## config.mk

```make
export PLATFORM = sky130hd
export DESIGN_NAME = i_cache_fill_ctrl
export DESIGN_NICKNAME = d
export VERILOG_FILES = /design/src/rtl/i_cache_fill_ctrl.sv
export SDC_FILE = /design/constraint.sdc
export NUM_CORES = 1
export LEC_CHECK = 0
export BUFFER_PORTS_ARGS = -buffer_cell sky130_fd_sc_hd__buf_2
export CAP_MARGIN = 25
export CORE_ASPECT_RATIO = 1.75
export CORE_MARGIN = 4
export CORE_UTILIZATION = 45
export DETAILED_ROUTE_END_ITERATION = 10
export GPL_TIMING_DRIVEN = 0
export PLACE_DENSITY = 0.77
export SLEW_MARGIN = 5
export SYNTH_ARGS = -nofsm -noshare
export SYNTH_HDL_FRONTEND = slang
export SYNTH_SLANG_ARGS = --single-unit
```

## constraint.sdc

```tcl
create_clock -name clk -period 3.15 [get_ports clk]
set_input_delay 0.1575 -clock clk [delete_from_list [all_inputs] [get_ports clk]]
set_output_delay 0.1575 -clock clk [all_outputs]
set_load 0.01 [all_outputs]
```

## src/rtl/i_cache_fill_ctrl.sv

```systemverilog
`default_nettype none
// ============================================================================
//  Module      : i_cache_fill_ctrl
//  Description : Instruction-cache miss/refill engine. Takes the registered
//                miss request from the cache. Fetches the 4-word line that
//                holds the miss address, one word at a time. Assembles the
//                line and returns it with its tag and a round-robin victim
//                way.
//  Ports       :
//     clk              - single clock, all state on rising edge
//     rst              - asynchronous active-low reset
//     miss_valid       - cache miss request valid (level, may persist)
//     miss_address     - missing PC, [3:0] ignored
//     invalidate       - forget the last filled line
//     mem_req_valid    - word read request valid
//     mem_req_ready    - memory accepts the request this cycle
//     mem_req_address  - word address {tag, word_idx, 2'b00}
//     mem_rsp_valid    - read data valid
//     mem_rsp_data     - read data word
//     fill_rsp_valid   - one-cycle pulse, line ready for the cache write
//     fill_rsp_tag     - tag of the filled line
//     fill_rsp_data    - filled line, word k at [32k+31:32k]
//     fill_rsp_way     - victim way to overwrite
//     busy             - high in every state except IDLE
//  Revision    : 1.0 - initial release
// ============================================================================
module i_cache_fill_ctrl #(
   parameter  int WAYS_NUM          = 16,
   parameter  int CL_WIDTH          = 128,
   parameter  int TAG_ADDRESS_WIDTH = 28,
   localparam int WAY_W             = (WAYS_NUM > 1) ? $clog2(WAYS_NUM) : 1
) (
   input  logic                         clk,
   input  logic                         rst,
   input  logic                         miss_valid,
   input  logic [31:0]                  miss_address,
   input  logic                         invalidate,
   output logic                         mem_req_valid,
   input  logic                         mem_req_ready,
   output logic [31:0]                  mem_req_address,
   input  logic                         mem_rsp_valid,
   input  logic [31:0]                  mem_rsp_data,
   output logic                         fill_rsp_valid,
   output logic [TAG_ADDRESS_WIDTH-1:0] fill_rsp_tag,
   output logic [CL_WIDTH-1:0]          fill_rsp_data,
   output logic [WAY_W-1:0]             fill_rsp_way,
   output logic                         busy
);

   typedef enum logic [1:0] {
      S_IDLE = 2'd0,
      S_REQ  = 2'd1,
      S_RSP  = 2'd2,
      S_DONE = 2'd3
   } state_t;

   state_t                         r_state;
   state_t                         w_next;

   logic [TAG_ADDRESS_WIDTH-1:0]   r_tag;
   logic [1:0]                     r_word_idx;
   logic [CL_WIDTH-1:0]            r_line;
   logic [WAY_W-1:0]               r_victim;
   logic                           r_last_valid;
   logic [TAG_ADDRESS_WIDTH-1:0]   r_last_tag;
   logic [TAG_ADDRESS_WIDTH-1:0]   r_out_tag;
   logic [CL_WIDTH-1:0]            r_out_data;
   logic [WAY_W-1:0]               r_out_way;

   logic                           w_suppress;
   logic                           w_start;
   logic                           w_rsp_beat;
   logic                           w_last_beat;
   logic [CL_WIDTH-1:0]            w_line_wr;
   logic                           w_unused;

   // The cache keeps presenting its registered miss for a cycle or more after
   // the fill lands; matching it against the line just filled stops a
   // redundant refetch of the same line.
   assign w_suppress  = r_last_valid && (miss_address[31:4] == r_last_tag);
   assign w_start     = (r_state == S_IDLE) && miss_valid && !w_suppress;
   assign w_rsp_beat  = (r_state == S_RSP) && mem_rsp_valid;
   assign w_last_beat = w_rsp_beat && (r_word_idx == 2'd3);

   // Byte offset inside the line is irrelevant to a line fill.
   assign w_unused    = ^miss_address[3:0];

   // ------------------------------------------------------------------------
   // FSM state register
   // ------------------------------------------------------------------------
   always_ff @(posedge clk or negedge rst) begin
      if (!rst) begin
         r_state <= S_IDLE;
      end else begin
         r_state <= w_next;
      end
   end

   // ------------------------------------------------------------------------
   // FSM next state and state-decoded outputs
   // ------------------------------------------------------------------------
   always_comb begin
      w_next          = r_state;
      mem_req_valid   = 1'b0;
      mem_req_address = 32'd0;
      fill_rsp_valid  = 1'b0;
      busy            = 1'b1;
      case (r_state)
         S_IDLE: begin
            busy = 1'b0;
            if (w_start) begin
               w_next = S_REQ;
            end
         end
         S_REQ: begin
            mem_req_valid   = 1'b1;
            mem_req_address = {r_tag, r_word_idx, 2'b00};
            if (mem_req_ready) begin
               w_next = S_RSP;
            end
         end
         S_RSP: begin
            if (mem_rsp_valid) begin
               w_next = (r_word_idx == 2'd3) ? S_DONE : S_REQ;
            end
         end
         S_DONE: begin
            fill_rsp_valid = 1'b1;
            w_next         = S_IDLE;
         end
         default: begin
            w_next = S_IDLE;
         end
      endcase
   end

   // Line buffer with the incoming word merged in at the current index.
   always_comb begin
      w_line_wr = r_line;
      w_line_wr[{r_word_idx, 5'd0} +: 32] = mem_rsp_data;
   end

   // ------------------------------------------------------------------------
   // Datapath registers
   // ------------------------------------------------------------------------
   always_ff @(posedge clk or negedge rst) begin
      if (!rst) begin
         r_tag        <= '0;
         r_word_idx   <= 2'd0;
         r_line       <= '0;
         r_victim     <= '0;
         r_last_valid <= 1'b0;
         r_last_tag   <= '0;
         r_out_tag    <= '0;
         r_out_data   <= '0;
         r_out_way    <= '0;
      end else begin
         if (w_start) begin
            r_tag      <= miss_address[31:4];
            r_word_idx <= 2'd0;
         end

         if (w_rsp_beat) begin
            r_line <= w_line_wr;
            if (r_word_idx != 2'd3) begin
               r_word_idx <= r_word_idx + 2'd1;
            end
         end

         // Result registers load one cycle ahead of the pulse and then hold
         // until the next completed fill, so the cache may sample late.
         if (w_last_beat) begin
            r_out_data <= w_line_wr;
            r_out_tag  <= r_tag;
            r_out_way  <= r_victim;
         end

         // DONE takes priority over a coincident invalidate.
         if (r_state == S_DONE) begin
            r_last_valid <= 1'b1;
            r_last_tag   <= r_tag;
            if (r_victim == WAY_W'(WAYS_NUM - 1)) begin
               r_victim <= '0;
            end else begin
               r_victim <= r_victim + 1'b1;
            end
         end else if (invalidate) begin
            r_last_valid <= 1'b0;
         end
      end
   end

   assign fill_rsp_tag  = r_out_tag;
   assign fill_rsp_data = r_out_data;
   assign fill_rsp_way  = r_out_way;

endmodule
`default_nettype wire

```

; After elaboration in Yosys (flattened, before gate mapping)
; Index checks and enable logic that the tools add are counted.
[totals]
reg_bits = 353
[op_classes]
n_addsub = 3
n_eq_ne = 10
shifts = 2
muxes = 16
n_reduce_logical = 9
[ops]
columns = cell, n
row1 = bitwise mux 128 bit, 1
row2 = "variable shift 32 x 9 -> 128 bit, first input constant", 1
row3 = indexed part select 32 x 9 -> 128 bit, 1
row4 = 2-to-1 mux 32 bit, 1
row5 = == test 28 bit, 1
row6 = 2-to-1 mux 2 bit, 7
row7 = negator 7 -> 9 bit, 1
row8 = "!= test 2 bit, second input constant", 4
row9 = one-hot mux 2 bit (4 select lines), 1
row10 = "== test 2 bit, second input constant", 3
row11 = logical AND 1 bit, 5
row12 = 2-to-1 mux 1 bit, 5
row13 = "adder 4 x 1 -> 4 bit, second input constant", 1
row14 = "== test 4 bit, second input constant", 1
row15 = 2-to-1 mux 4 bit, 1
row16 = AND reduction 3 bit, 1
row17 = "adder 2 x 1 -> 2 bit, second input constant", 1
row18 = "== test 2 x 1 -> 1 bit, second input constant", 1
row19 = logical NOT 2 bit, 1
row20 = nonzero test 2 bit, 1
row21 = logical NOT 1 bit, 1

; Longest topological paths before layout
[logic_depth]
ltp_word = 7
depth_mapped = 8
ltp_nobuf = 6

; Worst setup path before layout
; Ideal clock, no wire load.
[synth_timing]
kind = register to register
startpoint = reg r_word_idx[0]
endpoint = reg r_line[10]
setup_time_ns = 0.066
arrival_time_ns = 1.930
required_ns = 3.084
slack_ns = 1.153
stages_incl_launch_ff = 9
path_cell_list = dfrtp_1 -> inv_2 -> ha_1 -> nor4bb_1 -> clkbuf_1 -> and2_1 -> buf_2 -> buf_2 -> a22o_1
[synth_between]
elab_chain_len = 3
[synth_rtl]
columns = item, line
row1 = from (decl), 61  ; logic [1:0] r_word_idx;
row2 = from (signal assigned), 166  ; r_word_idx <= r_word_idx + 2'd1;
row3 = negator 7 -> 9 bit (*), 140  ; w_line_wr[{r_word_idx, 5'd0} +: 32] = mem_rsp_data;
row4 = indexed part select 32 x 9 -> 128 bit / variable shift 32 x 9 -> 128 bit (equally long branches), 140
row5 = bitwise mux 128 bit (*), 140
row6 = to (signal assigned), 164  ; r_line <= w_line_wr;
row7 = to (decl), 62  ; logic [CL_WIDTH-1:0] r_line;
; Every way passes the cells marked *; elsewhere a longest branch is shown, timed or not.
; A chain may end at the register's enable or synchronous reset.

; Worst setup path in the final report
[layout_timing]
startpoint = reg r_word_idx[0]
endpoint = reg r_line[91]
; Same word-level chain as after synthesis.

==> flow_metrics.py <==
metrics = {
    "outcome": {
        "status": "finished, final reports clean",
    },
    "timing": {
        "final.period_utilization_pct": 96.08,
        "fin_worst_skew_ps": 26.82,
        "timing.final.max_slew_violations": 0,
        "fin_crit_ps": 3027,
        "worst_pin_slew_ps": 716.5,
        "setup_viol": 0,
        "setup_slack_ps": 123.4,
        "relSlewSlack_pct": 52.24,
        "fmaxAchievable_ghz": 0.3304,
        "rsz0062_at_grt": "false",
        "final-hold-violation-count": 0,
    },
    "yosys": {
        "synth-edff-count": 0,
        "synth_area_leaders": "dfrtp_1, a22o_1, mux2_2, nor2b_1, o21ai_0",
        "synth_compound_area_share_pct": 16.63,
        "synth.avg_cell_area_um2": 11.21,
        "syn_inst": 1334,
        "ys_seq_elements": 353,
        "synth_flop_cell": "dfrtp_1",
        "synth-async-reset-ratio_pct": 100.0,
        "netlist_top_cells_count": "dfrtp_1, nand2_1, o21ai_0",
        "synth_seq_area_share_pct": 59.05,
        "synthAdderAreaFrac_pct": 0.5855,
        "yosysTopAreaCellShare_pct": 59.05,
        "yosys.area_share.simple_pct": 11.38,
        "ys_types": 35,
        "synth_xor_area_share_pct": 1.698,
        "yosysTopAreaCell": "dfrtp_1",
        "yosys-mux-area-fraction_pct": 6.700,
        "syn_area_um2": 14960,
        "synth_top_family_by_area": "compound AO/OA/AOI/OAI gates",
        "synth_most_common_cell": "dfrtp_1",
        "ys_warn_count": 0,
    },
    "critical_path": {
        "endpoint_kind": "register",
        "worstSetupStartpointType": "register",
        "r2r_cells": 8,
        "crit-reg2reg-capture": "r_line[91]",
        "crit_fanout": 10,
        "crit_arrival_ps": 3480,
        "r2r_slack_ps": 120,
        "r2r-start": "r_word_idx[0]",
        "critPathRequiredTime_ps": 3600,
        "timing_worst_setup_path_type": "reg -> reg",
    },
    "cells_and_area": {
        "drive_gt1_share_pct": 25.48,
        "area_delta_synth_final_pct": 21.38,
        "finalNonFillerCells": 2061,
        "fill_cells": 2740,
        "multiInputGateArea_um2": 5542,
        "utilization_pct": 55.15,
        "fin_nets": 1709,
        "seqCellArea_um2": 8833,
        "fin_area_um2": 18160,
        "antennaDiodeCount": 0,
    },
    "drt": {
        "drtIter0Drc": 700,
        "avgRoutedWirePerCell_um": 20.87,
        "drc_errors": 0,
        "detail-route-antenna-nets": 0,
        "finalWirelength_um": 43010,
        "via_per_inst": 5.516,
        "vias": 11369,
        "drt_pre_antenna_iters": 5,
    },
    "run": {
        "cap_violations": 0,
    },
    "cts": {
        "postCtsHoldBufs": 32,
        "cts_resized": 0,
        "cts.sinks": 353,
        "cts_tree": "done",
        "numCtsBuffers": 34,
        "h-tree-depth": 2,
        "insertion_delay_ps": 530,
        "cts_root_buffer": "clkbuf_16",
        "clockBufferDepth": 3,
        "clk_pin_slew_ps": 70,
        "cts_setup_buffers": 0,
    },
    "floorplanning": {
        "die_x_um": 145.8,
        "fp.coreArea_um2": 32920,
        "initial_utilization_pct": 45.44,
        "dieArea_um2": 36340,
        "placementRows": 88,
        "die_h_um": 249.2,
        "ios": 265,
    },
    "global_route": {
        "grt_pass1_vias": 11873,
        "antenna_found_initial": 1,
        "grt_max_degree": 121,
        "grt_pass1_wl_um": 67850,
        "grt-ovfl-total": 0,
        "grtUsageTotal_pct": 23.31,
    },
    "placed_design": {
        "dpl.cell_count": 1969,
        "port_buffers": 226,
        "dp_hpwl_um": 31300,
        "gp_congestion": 0.8546,
        "dp_slack_ps": 316.9,
        "dpl-instance-area_um2": 16690,
    },
    "min_path": {
        "hold_path_startpoint": "mem_rsp_data[29]",
        "min_path_cells": 2,
        "whs_endpoint": "r_line[125]",
        "holdCritPathClass": "in -> reg",
    },
    "power": {
        "power.total_w": 0.01308,
        "p_per_area_nw_per_um2": 720.3,
        "max-vdd-ir-drop_uv": 559.3,
        "total_leakage_power_nw": 8.910,
    },
}
## worst max-delay path by stage
stage / start / to / slack (ps) / cells past startpoint
6_report: r_word_idx[0] / r_line[91] / 120 / 8
5_1_grt: r_word_idx[0] / r_line[88] / 120 / 8
4_1_cts: r_word_idx[0] / r_line[91] / 260 / 8
3_5_place_dp: r_word_idx[0] / r_line[93] / 320 / 8
3_3_place_gp: rst / fill_rsp_tag[18] / -4590 / 1
2_1_floorplan: r_word_idx[0] / r_line[10] / 1150 / 8
## layout make-up
| cell class | count | area share (%) |
|---|---|---|
| Inverter | 7 | 0.1447 |
| Timing Repair Buffer | 261 | 8.504 |
| Buffer | 127 | 3.087 |
| Clock buffer | 47 | 5.293 |
| Sequential cell | 353 | 48.65 |
| Clock inverter | 13 | 1.006 |
| Multi-Input combinational cell | 848 | 30.52 |
| Tap cell | 405 | 2.791 |
## report_power, final
group / total, W / internal, W / switching, W
Sequential: 0.00578 / 0.00524 / 0.000540
Clock: 0.00427 / 0.00248 / 0.00179
Combinational: 0.00303 / 0.00141 / 0.00162
## cells in the final DEF (no fill, tap or decap), types with 2 or more instances in the layout
master	netlist	routed
dfrtp_1	353	353
buf_2	34	259
nand2_1	142	142
o21ai_0	135	135
nor2b_1	129	129
a21oi_1	129	129
a22o_1	128	128
clkbuf_1	83	91
mux2_2	89	89
clkbuf_16	0	35
and2_1	32	32
dlygate4sd3_1	0	32
xnor2_1	29	29
nand4_1	7	7
ha_1	7	7
inv_1	6	6
buf_4	5	5
bufinv_16	0	4
clkbuf_8	0	4
clkinv_2	0	4
buf_6	3	3
inv_6	0	3
buf_16	0	3
or2_2	2	2
buf_1	2	2
nor3_2	2	2
and2_0	2	2
conb_1	1	2
## layer usage
layer  global-route usage, %  vias up  wire length, um
met5                       0        -               12
met4                   11.63        2             2358
met3                   4.296      116             2502
met2                   42.86      415            22800
met1                   25.47     5653            15330
li1                        -     5183                -
## worst max-delay path, stage by stage (launching register included)
cell and delay (ps):
dfrtp_1 500, inv_2 190, ha_1 450, nand2_1 130, nor3_2 550, and2_0 230, clkbuf_1 350, buf_2 350
a22o_1 190
## state kept, by name, summed over array words and instances (netlist names)
signal	count
r_word_idx	2
fill_rsp_data	128
r_line	128
r_victim	4
r_tag	28
r_last_tag	28
fill_rsp_way	4
r_last_valid	1
r_state	2
fill_rsp_tag	28
## stage by stage
step                TNS [ps]  hold slack (ps)
floorplan                  0           -138.1
global placement    -1607110            360.7
detailed placement         0            79.03
CTS                        0            21.15
global route               0            40.49
finish                     0            58.37
## cells by family (layout without fill, tap and decap cells)
kind of cell,after synthesis,in the layout
compound gates,397,397
xor+xnor,29,29
fa+ha+maj,7,7
buf+inv,134,455
flops,353,353
mux,89,89
other cells,1,2
simple gates,324,324
(Power assumes the default switching activity.)
